--- src/rtl/mul_pkg.sv ---
// ============================================================================
// Module      : mul_pkg
// Description : Shared types and constants for the FrodoKEM matrix-multiply
//               command sequencer (mode encoding, scheduler states and the
//               per-pass timing derived from the matrix geometry).
// Revision    : 1.0 - initial release
// ============================================================================
`default_nettype none

package mul_pkg;

    // Multiply mode presented to the memory controller
    typedef enum logic [2:0] {
        MODE_IDLE = 3'd0,
        MODE_AS   = 3'd1,
        MODE_SA   = 3'd2,
        MODE_SB   = 3'd3,
        MODE_BS   = 3'd4
    } mode_t;

    // Command scheduler states
    typedef enum logic [2:0] {
        S_IDLE  = 3'd0,
        S_INIT  = 3'd1,
        S_RUN   = 3'd2,
        S_DRAIN = 3'd3,
        S_DONE  = 3'd4
    } sched_state_t;

    localparam int FRODO_LINES  = 336;
    localparam int FRODO_BEATS  = 4;
    // One pass streams every line in FRODO_BEATS beats plus one wrap cycle
    localparam int PASS_CYC_DEF = FRODO_LINES * FRODO_BEATS + 1;

    // Only the four defined multiply modes may start a command
    function automatic logic mode_legal(input logic [2:0] m);
        return (m == MODE_AS) || (m == MODE_SA) || (m == MODE_SB) || (m == MODE_BS);
    endfunction

endpackage

`default_nettype wire

--- src/rtl/mul_sched_cnt.sv ---
// ============================================================================
// Module      : mul_sched_cnt
// Description : Loadable down-counter with zero flag. Shared by the RUN and
//               DRAIN phases of the multiply scheduler.
// Ports       : clk, rst_n      - clock, asynchronous active-low reset
//               i_load, i_value - load strobe and value (load wins over dec)
//               i_dec           - decrement enable, stops at zero
//               o_zero          - counter currently equals zero
// Revision    : 1.0 - initial release
// ============================================================================
`default_nettype none

module mul_sched_cnt #(
    parameter int W = 11
) (
    input  logic         clk,
    input  logic         rst_n,
    input  logic         i_load,
    input  logic [W-1:0] i_value,
    input  logic         i_dec,
    output logic         o_zero
);

    logic [W-1:0] r_cnt;

    always_ff @(posedge clk or negedge rst_n) begin
        if (!rst_n) begin
            r_cnt <= '0;
        end else if (i_load) begin
            r_cnt <= i_value;
        end else if (i_dec && (r_cnt != '0)) begin
            r_cnt <= r_cnt - W'(1);
        end
    end

    assign o_zero = (r_cnt == '0);

endmodule

`default_nettype wire

--- src/rtl/mul_sched.sv ---
// ============================================================================
// Module      : mul_sched
// Description : Command-level sequencer for the FrodoKEM matrix-multiply path.
//               Accepts one command (mode + pass count), issues one calc_init
//               pulse per pass, times each pass, drains the systolic array and
//               reports completion.
// Ports       : clk, rst_n                      - clock, async active-low reset
//               i_cmd_valid/o_cmd_ready         - command handshake
//               i_cmd_mode, i_cmd_passes        - command payload
//               i_abort                         - cancel the running command
//               o_mem_mode, o_calc_init         - memory controller controls
//               o_busy, o_pass_idx              - status
//               o_done, o_err, o_aborted        - one-cycle event pulses
//               o_perf_cycles                   - busy cycles of last command
// Options     : MUL_SCHED_PERF_EN - enables the busy-cycle performance counter;
//               when undefined o_perf_cycles is tied to zero.
// Revision    : 1.0 - initial release
// ============================================================================
`default_nettype none

module mul_sched
    import mul_pkg::*;
#(
    parameter int PASS_CYC  = PASS_CYC_DEF,
    parameter int DRAIN_CYC = 16,
    parameter int PASS_W    = 8,
    parameter int PERF_W    = 32
) (
    input  logic              clk,
    input  logic              rst_n,
    input  logic              i_cmd_valid,
    output logic              o_cmd_ready,
    input  logic [2:0]        i_cmd_mode,
    input  logic [PASS_W-1:0] i_cmd_passes,
    input  logic              i_abort,
    output logic [2:0]        o_mem_mode,
    output logic              o_calc_init,
    output logic              o_busy,
    output logic [PASS_W-1:0] o_pass_idx,
    output logic              o_done,
    output logic              o_err,
    output logic              o_aborted,
    output logic [PERF_W-1:0] o_perf_cycles
);

    localparam int CNT_MAX = (PASS_CYC > DRAIN_CYC) ? PASS_CYC : DRAIN_CYC;
    localparam int CNT_W   = $clog2(CNT_MAX + 1);

    // The counter hits zero on the final cycle of a phase, so a phase of
    // N cycles is loaded with N-1.
    localparam logic [CNT_W-1:0] C_RUN_LOAD   = CNT_W'(PASS_CYC - 1);
    localparam logic [CNT_W-1:0] C_DRAIN_LOAD = CNT_W'(DRAIN_CYC - 1);

    sched_state_t      r_state;
    sched_state_t      w_state_nxt;
    logic [2:0]        r_mode;
    logic [PASS_W-1:0] r_passes;
    logic [PASS_W-1:0] r_pass_idx;
    logic              r_err;
    logic              r_aborted;

    logic              w_accept;
    logic              w_legal;
    logic              w_last_pass;
    logic [PASS_W:0]   w_idx_inc;
    logic              w_cnt_load;
    logic [CNT_W-1:0]  w_cnt_value;
    logic              w_cnt_dec;
    logic              w_cnt_zero;
    logic              w_pass_inc;

    assign w_accept    = i_cmd_valid && (r_state == S_IDLE);
    assign w_legal     = mode_legal(i_cmd_mode) && (i_cmd_passes != '0);
    // Compare one bit wider so pass_idx+1 cannot wrap before the compare
    assign w_idx_inc   = {1'b0, r_pass_idx} + (PASS_W+1)'(1);
    assign w_last_pass = (w_idx_inc >= {1'b0, r_passes});
    assign w_cnt_dec   = (r_state == S_RUN) || (r_state == S_DRAIN);

    mul_sched_cnt #(
        .W (CNT_W)
    ) u_cnt (
        .clk     (clk),
        .rst_n   (rst_n),
        .i_load  (w_cnt_load),
        .i_value (w_cnt_value),
        .i_dec   (w_cnt_dec),
        .o_zero  (w_cnt_zero)
    );

    // State register and command/pulse registers
    always_ff @(posedge clk or negedge rst_n) begin
        if (!rst_n) begin
            r_state    <= S_IDLE;
            r_mode     <= '0;
            r_passes   <= '0;
            r_pass_idx <= '0;
            r_err      <= 1'b0;
            r_aborted  <= 1'b0;
        end else begin
            r_state   <= w_state_nxt;
            r_err     <= w_accept && !w_legal;
            // Abort is only meaningful once a command is in flight
            r_aborted <= i_abort && (r_state != S_IDLE);
            if (w_accept && w_legal) begin
                r_mode     <= i_cmd_mode;
                r_passes   <= i_cmd_passes;
                r_pass_idx <= '0;
            end else if (w_pass_inc) begin
                r_pass_idx <= r_pass_idx + PASS_W'(1);
            end
        end
    end

    // Next-state and counter control; abort outranks every other transition
    always_comb begin
        w_state_nxt = r_state;
        w_cnt_load  = 1'b0;
        w_cnt_value = '0;
        w_pass_inc  = 1'b0;
        case (r_state)
            S_IDLE: begin
                if (w_accept && w_legal) begin
                    w_state_nxt = S_INIT;
                end
            end
            S_INIT: begin
                if (i_abort) begin
                    w_state_nxt = S_IDLE;
                end else begin
                    w_state_nxt = S_RUN;
                    w_cnt_load  = 1'b1;
                    w_cnt_value = C_RUN_LOAD;
                end
            end
            S_RUN: begin
                if (i_abort) begin
                    w_state_nxt = S_IDLE;
                end else if (w_cnt_zero) begin
                    if (!w_last_pass) begin
                        w_state_nxt = S_INIT;
                        w_pass_inc  = 1'b1;
                    end else begin
                        w_state_nxt = S_DRAIN;
                        w_cnt_load  = 1'b1;
                        w_cnt_value = C_DRAIN_LOAD;
                    end
                end
            end
            S_DRAIN: begin
                if (i_abort) begin
                    w_state_nxt = S_IDLE;
                end else if (w_cnt_zero) begin
                    w_state_nxt = S_DONE;
                end
            end
            S_DONE: begin
                w_state_nxt = S_IDLE;
            end
            default: begin
                w_state_nxt = S_IDLE;
            end
        endcase
    end

    // Outputs decoded from the current state
    always_comb begin
        o_cmd_ready = (r_state == S_IDLE);
        o_busy      = (r_state != S_IDLE);
        o_calc_init = (r_state == S_INIT);
        o_done      = (r_state == S_DONE);
        o_mem_mode  = (r_state == S_IDLE) ? MODE_IDLE : r_mode;
    end

    assign o_pass_idx = r_pass_idx;
    assign o_err      = r_err;
    assign o_aborted  = r_aborted;

`ifdef MUL_SCHED_PERF_EN
    logic [PERF_W-1:0] r_perf_cnt;
    logic [PERF_W-1:0] r_perf_out;
    logic [PERF_W-1:0] w_perf_nxt;

    // Saturating increment; the DONE-cycle value includes the DONE cycle itself
    assign w_perf_nxt = (&r_perf_cnt) ? r_perf_cnt : r_perf_cnt + PERF_W'(1);

    always_ff @(posedge clk or negedge rst_n) begin
        if (!rst_n) begin
            r_perf_cnt <= '0;
            r_perf_out <= '0;
        end else begin
            r_perf_cnt <= (r_state == S_IDLE) ? '0 : w_perf_nxt;
            if ((r_state == S_DONE) && !i_abort) begin
                r_perf_out <= w_perf_nxt;
            end
        end
    end

    assign o_perf_cycles = r_perf_out;
`else
    assign o_perf_cycles = '0;
`endif

endmodule

`default_nettype wire

--- config.mk ---
export PLATFORM = sky130hd
export DESIGN_NAME = mul_sched
export DESIGN_NICKNAME = d
export VERILOG_FILES = /design/src/rtl/mul_pkg.sv /design/src/rtl/mul_sched_cnt.sv /design/src/rtl/mul_sched.sv
export SDC_FILE = /design/constraint.sdc
export NUM_CORES = 1
export LEC_CHECK = 0
export BUFFER_PORTS_ARGS = -buffer_cell sky130_fd_sc_hd__buf_4
export CAP_MARGIN = 25
export CORE_ASPECT_RATIO = 1.1
export CORE_MARGIN = 5
export CORE_UTILIZATION = 47
export DETAILED_ROUTE_END_ITERATION = 7
export PLACE_DENSITY_LB_ADDON = 0.15
export SLEW_MARGIN = 20
export SYNTH_ARGS = -nofsm -noshare
export SYNTH_HDL_FRONTEND = slang
export SYNTH_SLANG_ARGS = --single-unit
export TNS_END_PERCENT = 5
--- constraint.sdc ---
create_clock -name clk -period 2.5 [get_ports clk]
set_input_delay 0.25 -clock clk [delete_from_list [all_inputs] [get_ports clk]]
set_output_delay 0.25 -clock clk [all_outputs]
set_load 0.01 [all_outputs]
Word-level counts from Yosys, hierarchy flattened
Cells that the tools add are included.
{"block": "totals", "regBits": 35, "input_bits": 15, "word_cells": 68}
{"block": "op_classes", "n_addsub": 3, "magnitude_cmp": 1, "n_eq_ne": 11, "muxes": 27, "n_reduce_logical": 19}
{"operator": "2-to-1 mux 11 bit", "count": 3}
{"operator": "one-hot mux 11 bit (2 select lines)", "count": 1}
{"operator": "2-to-1 mux 3 bit", "count": 6}
{"operator": "2-to-1 mux 8 bit", "count": 2}
{"operator": "== test 3 x 2 -> 1 bit, second input constant", "count": 4}
{"operator": "2-to-1 mux 4 bit", "count": 3}
{"operator": "one-hot mux 3 bit (4 select lines)", "count": 1}
{"operator": "zero test 11 bit", "count": 1}
{"operator": "nonzero test 11 bit", "count": 1}
{"operator": "subtractor 11 x 1 -> 11 bit, second input constant", "count": 1}
{"operator": "adder 8 x 1 -> 9 bit, second input constant", "count": 1}
{"operator": "greater-or-equal comparator 9 x 8 -> 1 bit", "count": 1}
{"operator": "adder 8 x 1 -> 8 bit, second input constant", "count": 1}
{"operator": "2-to-1 mux 1 bit", "count": 8}
{"operator": "nonzero test 8 bit", "count": 1}
{"operator": "== test 3 x 1 -> 1 bit, second input constant", "count": 2}
{"operator": "== test 3 bit, second input constant", "count": 2}
{"operator": "logical AND 1 bit", "count": 6}
{"operator": "!= test 3 x 2 -> 1 bit, second input constant", "count": 2}
{"operator": "logical OR 1 bit", "count": 4}
{"operator": "2-to-1 mux 2 bit", "count": 2}
{"operator": "nonzero test 2 bit", "count": 2}
{"operator": "zero test 3 bit", "count": 1}
{"operator": "AND reduction 3 bit", "count": 1}
{"operator": "other kinds (4)", "count": 4}

Longest topological paths before layout
Gate-level depths: netlist (run 1).
{"block": "depth", "depth_word": 8, "depth_mapped": 10, "mapped_depth_nobuf": 10}

Modules after synthesis
Synthesis (run 1) repeated with hierarchy kept, for this count alone.
{"block": "hier_totals", "cells_unflattened": 254, "area_unflattened_um2": 2363.5}
{"mod": "mul_sched", "instances": 1, "cells_per_inst": 179, "area_per_inst_um2": 1656.6, "seq_area_each_um2": 600.6}
{"mod": "mul_sched_cnt", "instances": 1, "cells_per_inst": 75, "area_per_inst_um2": 706.9, "seq_area_each_um2": 275.3}

Worst setup path after synthesis (run 1)
Ideal clock, no wire load.
{"block": "synth_timing", "kind": "register to register", "start": "register r_pass_idx[0] (netlist: o_pass_idx[0])", "end": "register u_cnt.r_cnt[1]", "setup_ns": 0.124, "arrival_ns": 2.516, "required_time_ns": 2.376, "path_slack_ns": -0.140, "stages_incl_launch_ff": 11, "synth_period_minus_slack_ns": 2.640, "cell_sequence": "dfrtp_1 -> ha_1 -> nand4_1 -> or2_2 -> nand2_1 -> ha_1 -> and3_1 -> a221oi_1 -> and2_1 -> a21boi_0 -> o31a_1"}
{"block": "synth_via", "elab_chain_cells": 7, "elab_cells_between_ends": 12, "cone_classes": "add/sub (1); order compare (1); mux (9); reduce/logical (1)"}
{"item": "start, declared", "line": "mul_sched.sv:58", "source": "logic [PASS_W-1:0] r_pass_idx;"}
{"item": "start signal, assigned", "line": "mul_sched.sv:109", "source": "r_pass_idx <= r_pass_idx + PASS_W'(1);"}
{"item": "adder 8 x 1 -> 9 bit *", "line": "mul_sched.sv:75", "source": "assign w_idx_inc = {1'b0, r_pass_idx} + (PASS_W+1)'(1);"}
{"item": "greater-or-equal comparator 9 x 8 -> 1 bit *", "line": "mul_sched.sv:76", "source": "assign w_last_pass = (w_idx_inc >= {1'b0, r_passes});"}
{"item": "2-to-1 mux 4 bit / 2-to-1 mux 1 bit (equally long branches)", "line": "mul_sched.sv:139", "source": "if (!w_last_pass) begin"}
{"item": "2-to-1 mux 4 bit / 2-to-1 mux 1 bit (equally long branches)", "line": "mul_sched.sv:138", "source": "end else if (w_cnt_zero) begin"}
{"item": "2-to-1 mux 4 bit / 2-to-1 mux 1 bit (equally long branches)", "line": "mul_sched.sv:136", "source": "if (i_abort) begin"}
{"item": "one-hot mux 11 bit (2 select lines) / one-hot mux 1 bit (2 select lines) (equally long branches)", "line": "mul_sched.sv:120", "source": "case (r_state)"}
{"item": "2-to-1 mux 11 bit / nonzero test 2 bit (equally long branches)"}
{"item": "end signal, assigned", "line": "mul_sched_cnt.sv:30", "source": "r_cnt <= i_value;"}
{"item": "end signal, assigned", "line": "mul_sched_cnt.sv:32", "source": "r_cnt <= r_cnt - W'(1);"}
{"item": "end, declared", "line": "mul_sched_cnt.sv:24", "source": "logic [W-1:0] r_cnt;"}
Every way passes the cells marked *; elsewhere a longest branch is shown, timed or not.
A chain may end at the register's enable or synchronous reset.

Worst setup path in the final report (run 1)
{"block": "layout_timing", "start": "register r_pass_idx[1] (netlist: o_pass_idx[1])", "end": "register r_pass_idx[1] (netlist: o_pass_idx[1])"}
{"block": "layout_via", "elab_chain_cells": 7, "elab_cells_between_ends": 10, "cone_classes": "add/sub (2); order compare (1); mux (6); reduce/logical (1)"}
{"item": "adder 8 x 1 -> 9 bit", "line": "mul_sched.sv:75"}
{"item": "greater-or-equal comparator 9 x 8 -> 1 bit", "line": "mul_sched.sv:76"}
{"item": "2-to-1 mux 1 bit", "line": "mul_sched.sv:139"}
{"item": "2-to-1 mux 1 bit", "line": "mul_sched.sv:138"}
{"item": "2-to-1 mux 1 bit", "line": "mul_sched.sv:136"}
{"item": "2-to-1 mux 1 bit", "line": "mul_sched.sv:120"}
{"item": "nonzero test 2 bit (no source line)"}
Several ways; a longest one is shown, not always the timed one. The select of a mux whose other input is x is not followed.

==> flow_metrics.env, run 1 <==
export IMPL_outcome="complete, but fails checks"
export IMPL_violations="negative setup slack"
export IMPL_path_class="register to register"
export IMPL_grt_pass1_wl_um=7360
export IMPL_finalMaxSlewViolations=0
export IMPL_cp_data_required_time_ns=2.67
export IMPL_gr_usage_met3_pct=4.12
export IMPL_finalWirelength_um=4720
export IMPL_gr_total_overflow=0
export IMPL_fp_dieH_um=82.2
export IMPL_place_ws_ns=-0.0832
export IMPL_areaGrowthSynthToFinish_pct=22.8
export IMPL_synthCells=236
export IMPL_synth_cell_types=45
export IMPL_cts_htree_levels=2
export IMPL_finalSetupTns_ns=-0.163
export IMPL_synth_seq_cells=35
export IMPL_maxCapViolations=0
export IMPL_fillers=445
export IMPL_cp_arrival_ns=2.72
export IMPL_synth_top_family_by_area="simple AND/OR/NAND/NOR gates"
export IMPL_holdWs_ns=0.167
export IMPL_hold_depth=3
export IMPL_cts_tree="built"
export IMPL_path_max_fanout=4
export IMPL_nets=314
export IMPL_grt_busiest_layer="met2"
export IMPL_gr_usage_all_layers_pct=15.7
export IMPL_vias_per_cell=4.94
export IMPL_p_leak_nw=1.37
export IMPL_die_area_um2=6210
export IMPL_grt_use_met2_pct=26.4
export IMPL_yosys_area_share_xor_xnor_pct=3.93
export IMPL_drc=0
export IMPL_io_buffers=31
export IMPL_finalHoldViolCount=0
export IMPL_fin_ws_ns=-0.0432
export IMPL_place_congestion=0.793
export IMPL_hold_class="input port to register"
export IMPL_ios=64
export IMPL_cp_end_kind="register"
export IMPL_r2r_slack_ns=-0.04
export IMPL_period_needed_ns=2.54
export IMPL_fmax_mhz=393
export IMPL_cts_buffer_depth=2
export IMPL_start_util_pct=48.2
export IMPL_hp_start="i_cmd_passes[6]"
export IMPL_drt_first_pass_iters=4
export IMPL_setup_viol=5
export IMPL_antenna_found_initial=0
export IMPL_drt_initial_drc_count=88
export IMPL_vias=1708
export IMPL_yosysSeqAreaShare_pct=39.3
export IMPL_clk_pin_slew_worst_paths_ns=0.07
export IMPL_placedCellCount=333
export IMPL_use_met1_pct=18.9
export IMPL_clock_sinks=35
export IMPL_slew_headroom_pct=64.0
export IMPL_grt_start_max_net_pins=36
export IMPL_grt_pass1_vias=1622
export IMPL_vdd_drop_max_v=0.000609
export IMPL_skew_ns=0.00787
export IMPL_synthArstFlopShare_pct=100
export IMPL_p_per_area_nw_per_um2=765
export IMPL_synthesis_area_um2=2230
export IMPL_r2r_end="o_pass_idx[1]$_DFFE_PN0P_"
export IMPL_crit_path_start_kind="register"
export IMPL_rsz0062_at_grt="yes"
export IMPL_rows=26
export IMPL_antenna_left=0
export IMPL_synth_ff_type="dfrtp_1"
export IMPL_reg2reg_depth=10
export IMPL_numCtsBuffers=5
export IMPL_clockRootBuffer="clkbuf_8"
export IMPL_num_antenna_cells=0
export IMPL_hold_end="r_passes[6]$_DFFE_PN0P_"
export IMPL_min_period_over_period_pct=102
export IMPL_drive_gt1_share_pct=29.7
export IMPL_max_slew_worst_pin_slew_ns=0.534
export IMPL_dp_hpwl_um=3510
export IMPL_fin_util_pct=59.2
export IMPL_synth_fa_ha_area_share_pct=5.62
export IMPL_core_region_area_um2=4620
export IMPL_die_w_um=75.6
export IMPL_synth_simple_gate_area_share_pct=20.9
export IMPL_reg2reg_from="o_pass_idx[1]$_DFFE_PN0P_"
export IMPL_syn_area_per_cell_um2=9.43
export IMPL_synth_edff_count=0
export IMPL_clock_latency_ns=0.29
export IMPL_synth_compound_area_share_pct=12.2
export IMPL_synth_yosys_warnings=0
export IMPL_post_synth_mux_area_share_pct=4.05
export IMPL_final_cell_count_no_fill=346
export IMPL_wl_per_cell_um=13.6
==> placed cells by master, fill, tap and decap left out, types with 2 or more instances in the layout <==
cell type / n
nor3_2: 3
inv_1: 10
o21ai_0: 8
mux2_2: 4
nor4_1: 6
nor3b_1: 2
xnor2_1: 4
o31a_1: 2
nand2b_1: 5
mux2_4: 2
nand3_1: 4
ha_1: 9
a31oi_1: 3
mux2_1: 2
or2_2: 2
and2_4: 2
and2b_1: 2
nand4_1: 3
nor3_1: 7
clkbuf_8: 7
a21oi_1: 7
a211oi_1: 3
conb_1: 32
nor2_1: 11
xor2_1: 5
o2111ai_1: 2
or2_4: 2
dfrtp_1: 34
nand2_1: 18
nor2b_1: 8
buf_4: 51
a21o_1: 8
==> per-layer routing <==
metal  part of all wire, %  wire length [µm]  up-vias
met5                     0                 0        -
met4                   2.0                93        0
met3                   5.5               260       10
met2                    51              2400       40
met1                    42              1960      792
li1                      -                 -      866
==> sequential cells by signal, indices dropped and copies added, names as in the netlist <==
name         cells
o_aborted        1
o_err            1
o_pass_idx       8
r_mode           3
r_passes         8
r_state          3
u_cnt.r_cnt     11
==> how the worst max path moves through the flow <==
stage	start	endpoint	slack, ns	cells after the start
3_5_place_dp	o_pass_idx[2]$_DFFE_PN0P_	o_pass_idx[1]$_DFFE_PN0P_	-0.08	10
6_report	o_pass_idx[1]$_DFFE_PN0P_	o_pass_idx[1]$_DFFE_PN0P_	-0.04	10
2_1_floorplan	o_pass_idx[1]$_DFFE_PN0P_	o_pass_idx[1]$_DFFE_PN0P_	0.006	10
4_1_cts	o_pass_idx[2]$_DFFE_PN0P_	o_pass_idx[1]$_DFFE_PN0P_	-0.00008	10
5_1_grt	o_pass_idx[1]$_DFFE_PN0P_	u_cnt.r_cnt[1]$_DFFE_PN0P_	-0.19	10
3_3_place_gp	o_pass_idx[2]$_DFFE_PN0P_	o_pass_idx[1]$_DFFE_PN0P_	-0.05	10
==> power breakdown <==
part	switching [mW]	internal, mW
combinational	0.428	0.385
clock	0.194	0.251
sequential	0.106	0.728
total	0.728	1.36
==> worst max-delay path, stage by stage (launching register included) <==
cell	delay, ns
dfrtp_1	0.41
buf_6	0.12
nand4_1	0.16
nor2_2	0.17
xor2_1	0.20
ha_1	0.28
and3_4	0.17
a221oi_4	0.28
and2_4	0.22
nand3_4	0.10
mux2_1	0.32
==> kinds of logic (layout without fill, tap and decap cells) <==
kind of cell	count (synthesis)	after routing
buffers and inverters	48	71
XOR/XNOR	10	10
multiplexers	8	8
AND/OR/NAND/NOR	84	84
flip-flops	35	35
other	1	32
AO/OA/AOI/OAI	40	40
adder cells (fa/ha/maj)	10	10
==> synthesized netlist by cell type (2+ instances only) <==
master	n	share of area, %
nand2b_1	5	1.4
o31a_1	2	0.79
and2b_1	2	0.67
nor3_1	9	2.0
a221oi_1	2	0.79
nand2_1	18	3.0
a21oi_1	7	1.6
mux2_1	4	2.0
a211oi_1	3	1.0
buf_4	33	11
nand3_1	4	0.90
xnor2_1	5	2.0
dfrtp_1	35	39
o2111ai_1	2	0.79
inv_1	10	1.7
clkbuf_1	2	0.34
or2_2	4	1.1
and3_1	2	0.56
mux2_2	4	2.0
and2_1	2	0.56
nor4_1	6	1.7
nor2b_1	8	2.2
ha_1	10	5.6
a21o_1	8	2.7
nor3b_1	2	0.67
xor2_1	5	2.0
a31oi_1	3	0.84
o21ai_0	9	2.0
nand4_1	3	0.84
nor2_1	12	2.0
==> per-stage QoR <==
| step | cell area (µm²) | power (mW) |
|---|---|---|
| 6_report | 2730 | 2.09 |
| 3_5_place_dp | 2520 | 1.63 |
| 5_1_grt | 2730 | 2.25 |
| 3_3_place_gp | 2520 | 1.61 |
| 2_1_floorplan | 2350 | 1.38 |
| 4_1_cts | 2680 | 2.10 |
==> area by class of cell <==
type | instances | area (µm²) | share of cell area [%]
Clock buffer | 8 | 100 | 3.66
Sequential cell | 35 | 877 | 32.1
Timing Repair Buffer | 53 | 404 | 14.8
Tap cell | 56 | 70.1 | 2.56
Inverter | 10 | 37.5 | 1.37
Multi-Input combinational cell | 184 | 1240 | 45.5
==> what timing repair did <==
action / in CTS / in global routing
pin swaps: 6 / 8
buffers inserted: 2 / 2
endpoints found under the hold margin: 35 / 0
cloned: 0 / 0
hold buffers: 1 / 0
resized for setup: 7 / 9
setup endpoints to repair: 12 / 17
Note: power is estimated with default switching activity, not from simulation.
==> inputs of run 2 (changes only) <==
--- a/config.mk
+++ b/config.mk
@@ -11,6 +11,7 @@
 export CORE_MARGIN = 5
 export CORE_UTILIZATION = 47
 export DETAILED_ROUTE_END_ITERATION = 7
+export MAX_ROUTING_LAYER = met4
 export PLACE_DENSITY_LB_ADDON = 0.15
 export SLEW_MARGIN = 20
 export SYNTH_ARGS = -nofsm -noshare
==> run 2 against run 1 <==
Net effect: the run still ends with negative setup slack left; via count about the same; global-route usage increased by 0.44 points; total power about the same; clock-buffer cell count unchanged; first-iteration DRC count decreased by 3.4%; wire length about the same; die area unchanged; fmax about the same; non-clock buffer count unchanged; flip-flop and latch count unchanged.
==> flow_metrics.env, run 2 (same netlist as run 1, synthesis figures left out) <==
export IMPL_clock_latency_ns=0.29
export IMPL_fp_dieH_um=82.2
export IMPL_grt_pass1_wl_um=7360
export IMPL_path_class="register to register"
export IMPL_regArea_um2=877
export IMPL_cts_htree_levels=2
export IMPL_p_int_mw=1.36
export IMPL_antenna_found_initial=0
export IMPL_multi_input_area_um2=1240
export IMPL_clk_pin_slew_worst_paths_ns=0.07
export IMPL_wl_per_cell_um=13.6
export IMPL_violations="negative setup slack"
export IMPL_maxCapViolations=0
export IMPL_clockRootBuffer="clkbuf_8"
export IMPL_drt_initial_drc_count=85
export IMPL_fmax_mhz=393
export IMPL_reg2reg_from="o_pass_idx[1]$_DFFE_PN0P_"
export IMPL_finalMaxSlewViolations=0
export IMPL_clock_sinks=35
export IMPL_slew_headroom_pct=64.0
export IMPL_period_needed_ns=2.54
export IMPL_crit_path_start_kind="register"
export IMPL_grt_start_max_net_pins=36
export IMPL_io_buffers=31
export IMPL_final_cell_mix="51 x buf_4, 34 x dfrtp_1, 32 x conb_1"
export IMPL_cp_end_kind="register"
export IMPL_core_region_area_um2=4620
export IMPL_p_sw_mw=0.729
export IMPL_place_congestion=0.804
export IMPL_placed_cell_area_um2=2520
export IMPL_max_slew_worst_pin_slew_ns=0.534
export IMPL_final_cell_count_no_fill=346
export IMPL_path_max_fanout=4
export IMPL_finalHoldViolCount=0
export IMPL_fin_ws_ns=-0.0434
export IMPL_sw_frac_of_total_pct=34.8
export IMPL_outcome="complete, but fails checks"
export IMPL_placedCellCount=333
export IMPL_num_antenna_cells=0
export IMPL_die_w_um=75.6
export IMPL_start_util_pct=48.2
export IMPL_vdd_drop_max_v=0.000610
export IMPL_die_area_um2=6210
export IMPL_hold_class="input port to register"
export IMPL_skew_ns=0.00779
export IMPL_top_register="u_cnt.r_cnt"
export IMPL_drive_gt1_share_pct=29.7
export IMPL_rsz0062_at_grt="yes"
export IMPL_rows=26
export IMPL_areaGrowthSynthToFinish_pct=22.8
export IMPL_setup_viol=5
export IMPL_vias_per_cell=4.93
export IMPL_r2r_slack_ns=-0.04
export IMPL_nets=314
export IMPL_grt_pass1_vias=1620
export IMPL_seqPwrFrac_pct=39.9
export IMPL_clkPwrFrac_pct=21.3
export IMPL_hold_end="r_passes[6]$_DFFE_PN0P_"
export IMPL_p_comb_share_pct=38.8
export IMPL_gr_total_overflow=0
export IMPL_dp_hpwl_um=3510
export IMPL_holdWs_ns=0.167
export IMPL_r2r_end="o_pass_idx[1]$_DFFE_PN0P_"
export IMPL_drc=0
export IMPL_cts_tree="built"
export IMPL_p_leak_nw=1.37
export IMPL_fin_util_pct=59.2
export IMPL_reg2reg_depth=10
export IMPL_min_period_over_period_pct=102
export IMPL_final_common_cell="buf_4"
export IMPL_ios=64
export IMPL_gr_usage_all_layers_pct=16.1
export IMPL_fillers=445
export IMPL_numCtsBuffers=5
export IMPL_finalWirelength_um=4720
export IMPL_antenna_left=0
export IMPL_cp_data_required_time_ns=2.67
export IMPL_largest_reg_flops=11
export IMPL_vias=1707
export IMPL_drt_first_pass_iters=4
export IMPL_hp_start="i_cmd_passes[6]"
export IMPL_p_per_area_nw_per_um2=766
export IMPL_design_area_um2=2730
export IMPL_cp_arrival_ns=2.72
export IMPL_finalSetupTns_ns=-0.165
export IMPL_hold_depth=3
export IMPL_cts_buffer_depth=2
-- run 2: cell counts in the layout (fill, tap and decap cells not counted) --
Identical to the previous run, type by type.
-- run 2: routing by layer --
layer  track usage, %  wire, µm
met1             19.0      1980
met3             4.00       253
met4             6.29        93
met5                -         0
met2             26.4      2390
-- run 2: critical path: stages (launching register included) --
cell,delay [ns]
dfrtp_1,0.41
buf_6,0.12
nand4_1,0.16
nor2_2,0.17
xor2_1,0.20
ha_1,0.28
and3_4,0.17
a221oi_4,0.28
and2_4,0.22
nand3_4,0.10
mux2_1,0.32
-- run 2: worst max path at each step --
stage                         startpoint                   endpoint  slack [ns]  cells past startpoint
2_1_floorplan  o_pass_idx[1]$_DFFE_PN0P_  o_pass_idx[1]$_DFFE_PN0P_       0.006                     10
3_3_place_gp   o_pass_idx[2]$_DFFE_PN0P_  o_pass_idx[1]$_DFFE_PN0P_       -0.05                     10
3_5_place_dp   o_pass_idx[2]$_DFFE_PN0P_  o_pass_idx[1]$_DFFE_PN0P_       -0.08                     10
4_1_cts        o_pass_idx[2]$_DFFE_PN0P_  o_pass_idx[1]$_DFFE_PN0P_    -0.00008                     10
5_1_grt        o_pass_idx[1]$_DFFE_PN0P_  o_pass_idx[3]$_DFFE_PN0P_       -0.19                     10
6_report       o_pass_idx[1]$_DFFE_PN0P_  o_pass_idx[1]$_DFFE_PN0P_       -0.04                     10
-- run 2: final cells by class --
| type | instances | area share (%) |
|---|---|---|
| repair buffers | 53 | 14.8 |
| multi-input cells | 184 | 45.5 |
| clock buffers | 8 | 3.66 |
| inverters | 10 | 1.37 |
| flip-flops and latches | 35 | 32.1 |
| well taps | 56 | 2.56 |
-- run 2: stage by stage --
| step | setup slack (ns) | power [mW] |
|---|---|---|
| after floorplan | 0.00627 | 1.38 |
| after global placement | -0.0483 | 1.61 |
| after detailed placement | -0.0832 | 1.63 |
| after CTS | -0.0000802 | 2.10 |
| after global routing | -0.191 | 2.25 |
| final | -0.0434 | 2.09 |
-- run 2: repair_timing --
item                                   CTS  global route
pin swaps                                6             8
setup endpoints to repair               12            17
gates resized for setup                  7             9
hold buffers                             1             0
endpoints found under the hold margin   35             0
buffers inserted                         2             2
-- run 2: power groups by stage --
stage	Clock, mW	Combinational, mW	Sequential, mW
floorplan	0	0.562	0.822
global placement	0	0.771	0.840
detailed placement	0	0.784	0.843
CTS	0.462	0.803	0.834
global route	0.489	0.907	0.858
finish	0.445	0.813	0.834
